### src/rtl/adc_frontend_pkg.sv
// Shared types and widths for the ADC capture front end (word assembler -> sample framer).
package adc_frontend_pkg;

  localparam int unsigned ADC_WORD_W   = 16;
  localparam int unsigned ADC_SAMPLE_W = 14;
  localparam int unsigned ADC_PAD_W    = 2;

  typedef enum logic [1:0] {
    FR_IDLE,
    FR_RUN,
    FR_DRAIN
  } framer_state_t;

  typedef struct packed {
    logic                    last;
    logic [ADC_SAMPLE_W-1:0] data;
  } sample_entry_t;

endpackage

### src/rtl/sample_framer_if.sv
// Word input stream and framed sample output stream of the sample framer.
interface sample_framer_if;
  import adc_frontend_pkg::*;

  logic [ADC_WORD_W-1:0]   word;
  logic                    word_valid;
  logic                    word_ready;
  logic [ADC_SAMPLE_W-1:0] sample_data;
  logic                    sample_valid;
  logic                    sample_ready;
  logic                    sample_last;

  // Framer side: consumes words, produces samples.
  modport slave (
    input  word, word_valid, sample_ready,
    output word_ready, sample_data, sample_valid, sample_last
  );

  // Environment side: produces words, consumes samples.
  modport master (
    output word, word_valid, sample_ready,
    input  word_ready, sample_data, sample_valid, sample_last
  );
endinterface

### src/rtl/sample_skid_fifo.sv
// Two-entry in-order FIFO of sample entries; a push at fill=2 succeeds only alongside a pop.
module sample_skid_fifo
  import adc_frontend_pkg::*;
(
  input  logic          clk_i,
  input  logic          rst_i,
  input  logic          push_i,
  input  sample_entry_t entry_i,
  input  logic          pop_i,
  output sample_entry_t head_o,
  output logic [1:0]    fill_o
);

  sample_entry_t mem_q [2];
  logic          wr_ptr_q, rd_ptr_q;
  logic [1:0]    fill_q, fill_d;
  logic          do_push, do_pop;

  always_comb begin
    do_pop  = pop_i && (fill_q != 2'd0);
    do_push = push_i && ((fill_q != 2'd2) || do_pop);
    fill_d  = fill_q + {1'b0, do_push} - {1'b0, do_pop};
  end

  always_ff @(posedge clk_i) begin
    if (rst_i) begin
      wr_ptr_q <= 1'b0;
      rd_ptr_q <= 1'b0;
      fill_q   <= 2'd0;
    end else begin
      if (do_push) wr_ptr_q <= ~wr_ptr_q;
      if (do_pop)  rd_ptr_q <= ~rd_ptr_q;
      fill_q <= fill_d;
    end
  end

  always_ff @(posedge clk_i) begin
    if (do_push) mem_q[wr_ptr_q] <= entry_i;
  end

  assign head_o = mem_q[rd_ptr_q];
  assign fill_o = fill_q;

endmodule

### src/rtl/sample_framer.sv
// Strips pad bits from assembled words and frames 14-bit samples with a last marker.
// Build option: SAMPLE_FRAMER_TWOS_COMP_EN converts offset-binary samples to two's complement.
module sample_framer
  import adc_frontend_pkg::*;
#(
  parameter int unsigned WORD_W      = ADC_WORD_W,
  parameter int unsigned SAMPLE_W    = ADC_SAMPLE_W,
  parameter int unsigned FRAME_LEN   = 256,
  parameter int unsigned FRAME_CNT_W = 16
) (
  input  logic                   dco_clk,
  input  logic                   rst,
  input  logic                   start,
  input  logic                   stop,
  sample_framer_if.slave         stream_io,
  output logic                   busy,
  output logic                   pad_err,
  output logic [FRAME_CNT_W-1:0] frame_count
);

  framer_state_t          state_q, state_d;
  logic [15:0]            idx_q, idx_d;
  logic                   stop_pend_q, stop_pend_d;
  logic                   pad_err_q, pad_err_d;
  logic [FRAME_CNT_W-1:0] frame_count_q, frame_count_d;

  logic                   accept, pop, idx_last;
  logic [1:0]             fill;
  sample_entry_t          entry_in, head;

  assign idx_last = (idx_q == 16'(FRAME_LEN - 1));
  // word_ready depends on registers only, so no ready/valid combinational loop is possible.
  assign stream_io.word_ready = (state_q == FR_RUN) && (fill != 2'd2);
  assign accept = stream_io.word_valid && stream_io.word_ready;
  assign pop    = stream_io.sample_ready && (fill != 2'd0);

  always_comb begin
    entry_in.last = idx_last;
`ifdef SAMPLE_FRAMER_TWOS_COMP_EN
    entry_in.data = {~stream_io.word[SAMPLE_W-1], stream_io.word[SAMPLE_W-2:0]};
`else
    entry_in.data = stream_io.word[SAMPLE_W-1:0];
`endif
  end

  always_comb begin
    state_d       = state_q;
    idx_d         = idx_q;
    stop_pend_d   = stop_pend_q;
    pad_err_d     = pad_err_q;
    frame_count_d = frame_count_q;

    case (state_q)
      FR_IDLE: begin
        if (start) begin
          state_d = FR_RUN;
          idx_d   = '0;
        end
      end
      FR_RUN: begin
        if (stop) stop_pend_d = 1'b1;
        if (accept) begin
          idx_d = idx_last ? '0 : idx_q + 16'd1;
          if (idx_last && (stop_pend_q || stop)) begin
            state_d     = FR_DRAIN;
            stop_pend_d = 1'b0;
          end
        end
      end
      FR_DRAIN: begin
        if (fill == 2'd0) state_d = FR_IDLE;
      end
      default: state_d = FR_IDLE;
    endcase

    if (accept && (stream_io.word[WORD_W-1 -: ADC_PAD_W] != '0)) pad_err_d = 1'b1;
    if (pop && head.last) frame_count_d = frame_count_q + FRAME_CNT_W'(1);
  end

  always_ff @(posedge dco_clk) begin
    if (rst) begin
      state_q       <= FR_IDLE;
      idx_q         <= '0;
      stop_pend_q   <= 1'b0;
      pad_err_q     <= 1'b0;
      frame_count_q <= '0;
    end else begin
      state_q       <= state_d;
      idx_q         <= idx_d;
      stop_pend_q   <= stop_pend_d;
      pad_err_q     <= pad_err_d;
      frame_count_q <= frame_count_d;
    end
  end

  sample_skid_fifo u_fifo (
    .clk_i   (dco_clk),
    .rst_i   (rst),
    .push_i  (accept),
    .entry_i (entry_in),
    .pop_i   (pop),
    .head_o  (head),
    .fill_o  (fill)
  );

  assign stream_io.sample_valid = (fill != 2'd0);
  assign stream_io.sample_data  = head.data;
  assign stream_io.sample_last  = (fill != 2'd0) && head.last;
  assign busy        = (state_q != FR_IDLE);
  assign pad_err     = pad_err_q;
  assign frame_count = frame_count_q;

endmodule

### src/flat_wrapper.sv
// flat-port wrapper written by rule: the top's interface ports become plain ports
module sample_framer_flat import adc_frontend_pkg::*;
#(
  parameter int unsigned WORD_W      = ADC_WORD_W,
  parameter int unsigned SAMPLE_W    = ADC_SAMPLE_W,
  parameter int unsigned FRAME_LEN   = 256,
  parameter int unsigned FRAME_CNT_W = 16
)
  (dco_clk, rst, start, stop, busy, pad_err, frame_count, stream_io_word, stream_io_word_valid, stream_io_sample_ready, stream_io_word_ready, stream_io_sample_data, stream_io_sample_valid, stream_io_sample_last);
  sample_framer_if stream_io_i ();
  input  logic dco_clk;
  input  logic rst;
  input  logic start;
  input  logic stop;
  output logic busy;
  output logic pad_err;
  output logic [FRAME_CNT_W-1:0] frame_count;
  input wire logic [$bits(stream_io_i.word)-1:0] stream_io_word;
  input wire logic [$bits(stream_io_i.word_valid)-1:0] stream_io_word_valid;
  input wire logic [$bits(stream_io_i.sample_ready)-1:0] stream_io_sample_ready;
  output wire logic [$bits(stream_io_i.word_ready)-1:0] stream_io_word_ready;
  output wire logic [$bits(stream_io_i.sample_data)-1:0] stream_io_sample_data;
  output wire logic [$bits(stream_io_i.sample_valid)-1:0] stream_io_sample_valid;
  output wire logic [$bits(stream_io_i.sample_last)-1:0] stream_io_sample_last;
  assign stream_io_i.word = stream_io_word;
  assign stream_io_i.word_valid = stream_io_word_valid;
  assign stream_io_i.sample_ready = stream_io_sample_ready;
  assign stream_io_word_ready = stream_io_i.word_ready;
  assign stream_io_sample_data = stream_io_i.sample_data;
  assign stream_io_sample_valid = stream_io_i.sample_valid;
  assign stream_io_sample_last = stream_io_i.sample_last;
  sample_framer #(.WORD_W(WORD_W), .SAMPLE_W(SAMPLE_W), .FRAME_LEN(FRAME_LEN), .FRAME_CNT_W(FRAME_CNT_W)) u_core (.dco_clk(dco_clk), .rst(rst), .start(start), .stop(stop), .stream_io(stream_io_i), .busy(busy), .pad_err(pad_err), .frame_count(frame_count));
endmodule
### config.mk
export PLATFORM = sky130hd
export DESIGN_NAME = sample_framer_flat
export DESIGN_NICKNAME = d
export VERILOG_FILES = /design/src/rtl/adc_frontend_pkg.sv /design/src/rtl/sample_framer_if.sv /design/src/rtl/sample_skid_fifo.sv /design/src/rtl/sample_framer.sv /design/src/flat_wrapper.sv
export SDC_FILE = /design/constraint.sdc
export NUM_CORES = 1
export LEC_CHECK = 0
export BUFFER_PORTS_ARGS = -buffer_cell sky130_fd_sc_hd__buf_2
export CORE_MARGIN = 1
export CORE_UTILIZATION = 49
export CTS_BUF_LIST = sky130_fd_sc_hd__clkbuf_8
export CTS_CLUSTER_SIZE = 14
export DETAILED_ROUTE_END_ITERATION = 12
export GPL_ROUTABILITY_DRIVEN = 0
export HOLD_SLACK_MARGIN = 0.05
export PLACE_DENSITY_LB_ADDON = 0.15
export SYNTH_ARGS = -nofsm -noshare
export SYNTH_HDL_FRONTEND = slang
export SYNTH_SLANG_ARGS = --single-unit
### constraint.sdc
create_clock -name dco_clk -period 2.1 [get_ports dco_clk]
set_input_delay 0.42 -clock dco_clk [delete_from_list [all_inputs] [get_ports dco_clk]]
set_output_delay 0.42 -clock dco_clk [all_outputs]
set_load 0.02 [all_outputs]
; After elaboration in Yosys (flattened, before gate mapping)
; Memory sizes are Yosys's and may differ from the RTL's. A register that Yosys moved wholly into a read port is not among the register bits.
; Index checks and enable logic that the tools add are counted.
; Widths: inputs -> output; s select.
[op_classes]
n_reduce_logical = 19
add_sub_neg = 4
mux = 16
bitwise_logic = 2
eq_ne = 8
[ops]
columns = operator, count
row1 = $mux 16, 3
row2 = $add 16x1->16 const B, 2
row3 = $pmux 16 s2, 1
row4 = $eq 16x8->1 const B, 1
row5 = $logic_and 1x1->1, 9
row6 = $mux 2, 4
row7 = $reduce_bool 2->1, 4
row8 = $mux 1, 7
row9 = $ne 2x2->1 const B, 3
row10 = $pmux 2 s3, 1
row11 = $logic_not 2->1, 2
row12 = $ne 2x1->1 const B, 2
row13 = $reduce_and 4->1, 1
row14 = $reduce_and 3->1, 1
row15 = $add 2x1->2, 1
row16 = $eq 2x1->1 const B, 1
row17 = $eq 2x2->1 const B, 1
row18 = $logic_or 1x1->1, 2
row19 = $not 1->1, 2
row20 = $sub 2x1->2, 1
[word_totals]
regBits = 40
input_bits = 22
mem_bits_rw = 30
memories = 1
[mem_list]
columns = memory, depth, word_bits, read_ports, rd_ports_with_merged_regs, wr, line
row1 = u_core.u_fifo.mem_q, 2, 15, 1, 1, 1, sample_skid_fifo.sv:14  ; sample_entry_t mem_q [2];

; Depth between registers and ports, before layout
[depth]
ltp_word = 7
ltp_mapped = 9
depth_no_buf = 9

; Modules after synthesis
; A second synthesis with hierarchy kept.
[hier_totals]
hier_cells = 264
hier_area_um2 = 3000.4
[modules_own_cells]
columns = module, area_each_um2, cells_each, n_inst, seq_area_each_um2
row1 = sample_framer, 1677.9, 193, 1, 720.7
row2 = sample_skid_fifo, 1322.5, 71, 1, 1001.0

; Least setup slack after synthesis
; No wires, ideal clock.
[synth_path]
path_type = reg2reg
start = register u_core.state_q[1]
end = memory u_core.u_fifo.mem_q[0][0] (netlist bit), enable pin
arrival_ns = 1.753
setup_ns = 0.386
stages_incl_launch_ff = 5
slack_ns = -0.040
period_less_slack_ns = 2.140
path_buffers = 0
path_cell_list = dfxtp_1 -> nand2b_1 -> nor3b_1 -> inv_1 -> nor2_1
[synth_between]
elab_chain_cells = 6
[synth_lines]
columns = element, line
row1 = start: declaration, sample_framer.sv:21  ; framer_state_t state_q, state_d;
row2 = start signal: assignment, sample_framer.sv:88  ; state_q <= state_d;
row3 = $eq 2x1->1, sample_framer.sv:33  ; assign stream_io.word_ready = (state_q == FR_RUN) && (fill != 2'd2);
row4 = $logic_and 1x1->1, sample_framer.sv:33
row5 = $logic_and 1x1->1, sample_framer.sv:34  ; assign accept = stream_io.word_valid && stream_io.word_ready;
row6 = $logic_and 1x1->1, sample_skid_fifo.sv:21  ; do_push = push_i && ((fill_q != 2'd2) || do_pop);
row7 = $mux 1, sample_skid_fifo.sv:38  ; if (do_push) mem_q[wr_ptr_q] <= entry_i;
row8 = $mux 1 (implied by the code), sample_skid_fifo.sv:38
row9 = end: declaration, sample_skid_fifo.sv:14
; No other way between the ends.

; Worst setup path in the final report
[layout_path]
start = register u_core.state_q[1]
end = register u_core.u_fifo.fill_q[1] (netlist: u_core.u_fifo.fill_o[1])
[layout_between]
elab_chain_cells = 6
[layout_lines]
columns = element, line
row1 = $eq 2x1->1, sample_framer.sv:33
row2 = $logic_and 1x1->1, sample_framer.sv:33
row3 = $logic_and 1x1->1, sample_framer.sv:34
row4 = $logic_and 1x1->1, sample_skid_fifo.sv:21
row5 = $add 2x1->2, sample_skid_fifo.sv:22  ; fill_d = fill_q + {1'b0, do_push} - {1'b0, do_pop};
row6 = $sub 2x1->2, sample_skid_fifo.sv:22
row7 = end signal: assignment, sample_skid_fifo.sv:33  ; fill_q <= fill_d;
row8 = end: declaration, sample_skid_fifo.sv:16  ; logic [1:0] fill_q, fill_d;
; No other way between the ends.
; A chain may end at the register's enable or synchronous reset.

==> results.yml <==
timing:
  crit_path_time_final_ns: 1.89
  max_slew_margin_pct: 64.3
  grt_setup_unrepaired: "false"
  final_hold_viol_count: 0
  transition_time_of_the_tightest_slew_check_pin_ns: 0.520
  whs_ns: 0.264
  final_setup_fails: 0
  final_max_slew_viol_count: 0
  finalClockSkew_ns: 0.00717
  fin_tns_setup_ns: 0
  max_clock_freq_mhz: 529
  post-route-period-util_pct: 90.0
synthesis:
  synth.yosys.warnings: 0
  synth_fp_nets: 286
  yosys.area.top_type_share_pct: 30.3
  synth-seq-area-share_pct: 58.0
  average_cell_area_after_synthesis_sq_um: 11.4
  most_used_flip_flop_cell_after_synthesis: "dfxtp_1"
  number_of_distinct_standard_cells_referenced_by_the_synthesized_netlist: 40
  synth-async-reset-ratio_pct: 0
  synth_enable_flop_cells: 30
  synth.top_cells.by_area: "edfxtp_1 (30%), dfxtp_1 (28%), xor2_1 (5.6%)"
  synth_top_cell_by_area: "edfxtp_1"
  synth.ff_latch_count: 71
  synth_cell_area_sq_um: 2970
  synthCells: 260
grt:
  antenna_found_initial: 0
  grt_pass1_vias: 1857
  grt_first_pass_wirelength_um: 8260
  grt.total_usage_pct: 17.4
  largest_net_degree_at_the_start_of_global_routing: 20
  grt_overflow_total: 0
clock_tree:
  htreeDepth: 3
  tritoncts: "yes"
  clock_tree.root_cell: "clkbuf_8"
  clkLatencyLatePin_ns: 0.34
  tritoncts_num_sinks: 71
  clkSlewWorstSetupHoldPaths_ns: 0.08
  cts_made_buffers: 9
  cts_max_path_buffers: 2
setup_path:
  startpoint_kind_of_the_worst_setup_timing_path: "register"
  worst-path-max-fanout: 9
  rr_worst_depth: 9
  critical_path.reg2reg.endpoint: "u_core.u_fifo.fill_o[1]"
  reg2reg_setup_slack_ns: 0.21
  worst_setup_path_startpoint: "u_core.state_q[1]"
  worst_setup_path_end_kind: "register"
  crit_arrival_ns: 2.11
  crit-reg2reg-launch: "u_core.state_q[1]"
  worst-setup-path-type: "reg2reg"
  worst_ep_required_time_ns: 2.32
final_layout:
  total_area_of_multi_input_combinational_cells_sq_um: 1190
  synthesis_to_layout_area_growth_pct: 18.8
  layout.core_utilization_pct: 62.2
  final-seq-area_sq_um: 1720
  final.fill_count: 471
  drive_above_1_share_pct: 29.8
  stdcell_count: 404
  n_antenna_cell: 0
  layout.nets: 353
drt:
  detail_route.wl_per_cell_um: 12.9
  first_pass_iters: 4
  route.antenna.remaining_nets: 0
  drcViolationCount: 0
  first_iter_violations: 92
  vias: 2075
  route.final.wire_length_um: 5200
  drt-vias-per-instance: 5.14
run_status:
  run_status: "complete, no violations"
power:
  total_leakage_power_nw: 1.39
  powerDensity_nw_per_um2: 851
  vdd_ir_drop_max_uv: 502
  finalPower_mw: 3.00
placed_design:
  place.detailed.hpwl_um: 3600
  post-place-cells: 388
  portBuffers: 56
run:
  cap_violations: 0
hold_path:
  worst_hold_class: "in2reg"
  min_to: "u_core.u_fifo.mem_q[0][8]"
  worst_hold_path.num_cells: 1
  worst_hold_startpoint: "stream_io_word[8]"
floorplan:
  die-area_sq_um: 6380
  placeableCoreArea_sq_um: 5680
  floorplan.initialDensity_pct: 52.3
  io-pin-count: 57
  placement_rows: 27
  floorplan.die.width_um: 79.9
  dieHeight_um: 79.9
cell families after synthesis:
| kind of cell | synth area share [%] |
|---|---|
| XOR/XNOR | 8.85 |
| adder cells (fa/ha/maj) | 1.68 |
| buffers and inverters | 2.19 |
| multiplexers | 5.98 |
| flip-flops | 58.0 |
| AO/OA/AOI/OAI | 4.09 |
| AND/OR/NAND/NOR | 19.2 |
report_power, final:
group | leakage [nW] | switching (mW) | internal [mW]
sequential | 0.603 | 0.0364 | 1.50
clock | 0.0878 | 0.495 | 0.417
combinational | 0.703 | 0.320 | 0.235
total | 1.39 | 0.852 | 2.15
final cells by class:
| cell class | instances | share of cell area, % |
|---|---|---|
| Sequential cell | 71 | 48.8 |
| Multi-Input combinational cell | 175 | 33.7 |
| Timing Repair Buffer | 64 | 9.64 |
| Clock buffer | 9 | 3.51 |
| Tap cell | 72 | 2.55 |
| Clock inverter | 7 | 1.13 |
| Inverter | 6 | 0.638 |
timing repair:
action,in CTS,in global routing
gates resized for setup,0,1
buffers inserted,0,0
hold buffers,0,0
endpoints found under the setup margin,0,1
synth_stat cells (6+ instances only):
cell       n
a21oi_1    8
dfxtp_1   41
edfxtp_1  30
inv_1      6
mux2_2    14
nand2_1    9
nand3_1    9
nand4_1   12
nor2_1    40
o21ai_0    6
xnor2_1   11
xor2_1    19
stage by stage:
step                setup WS [ns]  area [sq um]
floorplan                  0.0570          2970
global placement            0.254          3360
detailed placement          0.129          3360
CTS                         0.111          3520
global route               0.0442          3530
finish                      0.209          3530
registers in the layout, indices dropped and copies added, names as in the netlist, named ones only:
| name | flops |
|---|---|
| u_core.u_fifo.fill_o | 2 |
| u_core.u_fifo.wr_ptr_q | 1 |
| u_core.u_fifo.rd_ptr_q | 1 |
| u_core.frame_count | 16 |
| u_core.pad_err | 1 |
| u_core.stop_pend_q | 1 |
| u_core.idx_q | 16 |
| u_core.state_q | 2 |
| u_core.u_fifo.mem_q | 30 |
worst max path at each step:
stage	to	slack, ns	depth (start not counted)
after floorplan	u_core.u_fifo.fill_o[1]	0.06	9
after global placement	u_core.u_fifo.fill_o[1]	0.25	9
after detailed placement	u_core.u_fifo.fill_o[1]	0.13	9
after CTS	u_core.u_fifo.fill_o[1]	0.11	9
after global routing	u_core.u_fifo.fill_o[1]	0.04	9
final	u_core.u_fifo.fill_o[1]	0.21	9
cell usage in the layout (no fill, tap or decap), types with 6 or more instances in the layout:
cell	n
nand2_1	9
xnor2_1	11
mux2_2	14
nand3_1	9
o21ai_0	6
buf_2	56
buf_4	8
xor2_1	19
inv_1	6
nor2_1	39
nand4_1	12
clkbuf_8	9
edfxtp_1	30
dfxtp_1	41
a21oi_1	8
per-layer routing:
metal  GRT usage [%]  routed length [um]
met2            25.5                2260
met5               0                   0
met1            22.8                2590
met3            6.51                 291
met4            8.04                  63
worst max-delay path, cell delays in order (launching register included):
cell      delay [ns]
dfxtp_1         0.38
nand2b_1        0.21
nor3b_2         0.22
inv_1           0.10
ha_1            0.29
inv_1           0.06
ha_1            0.14
xor2_1          0.18
xnor2_1         0.14
nor2_1          0.05
Note: power is estimated with default switching activity, not from simulation.
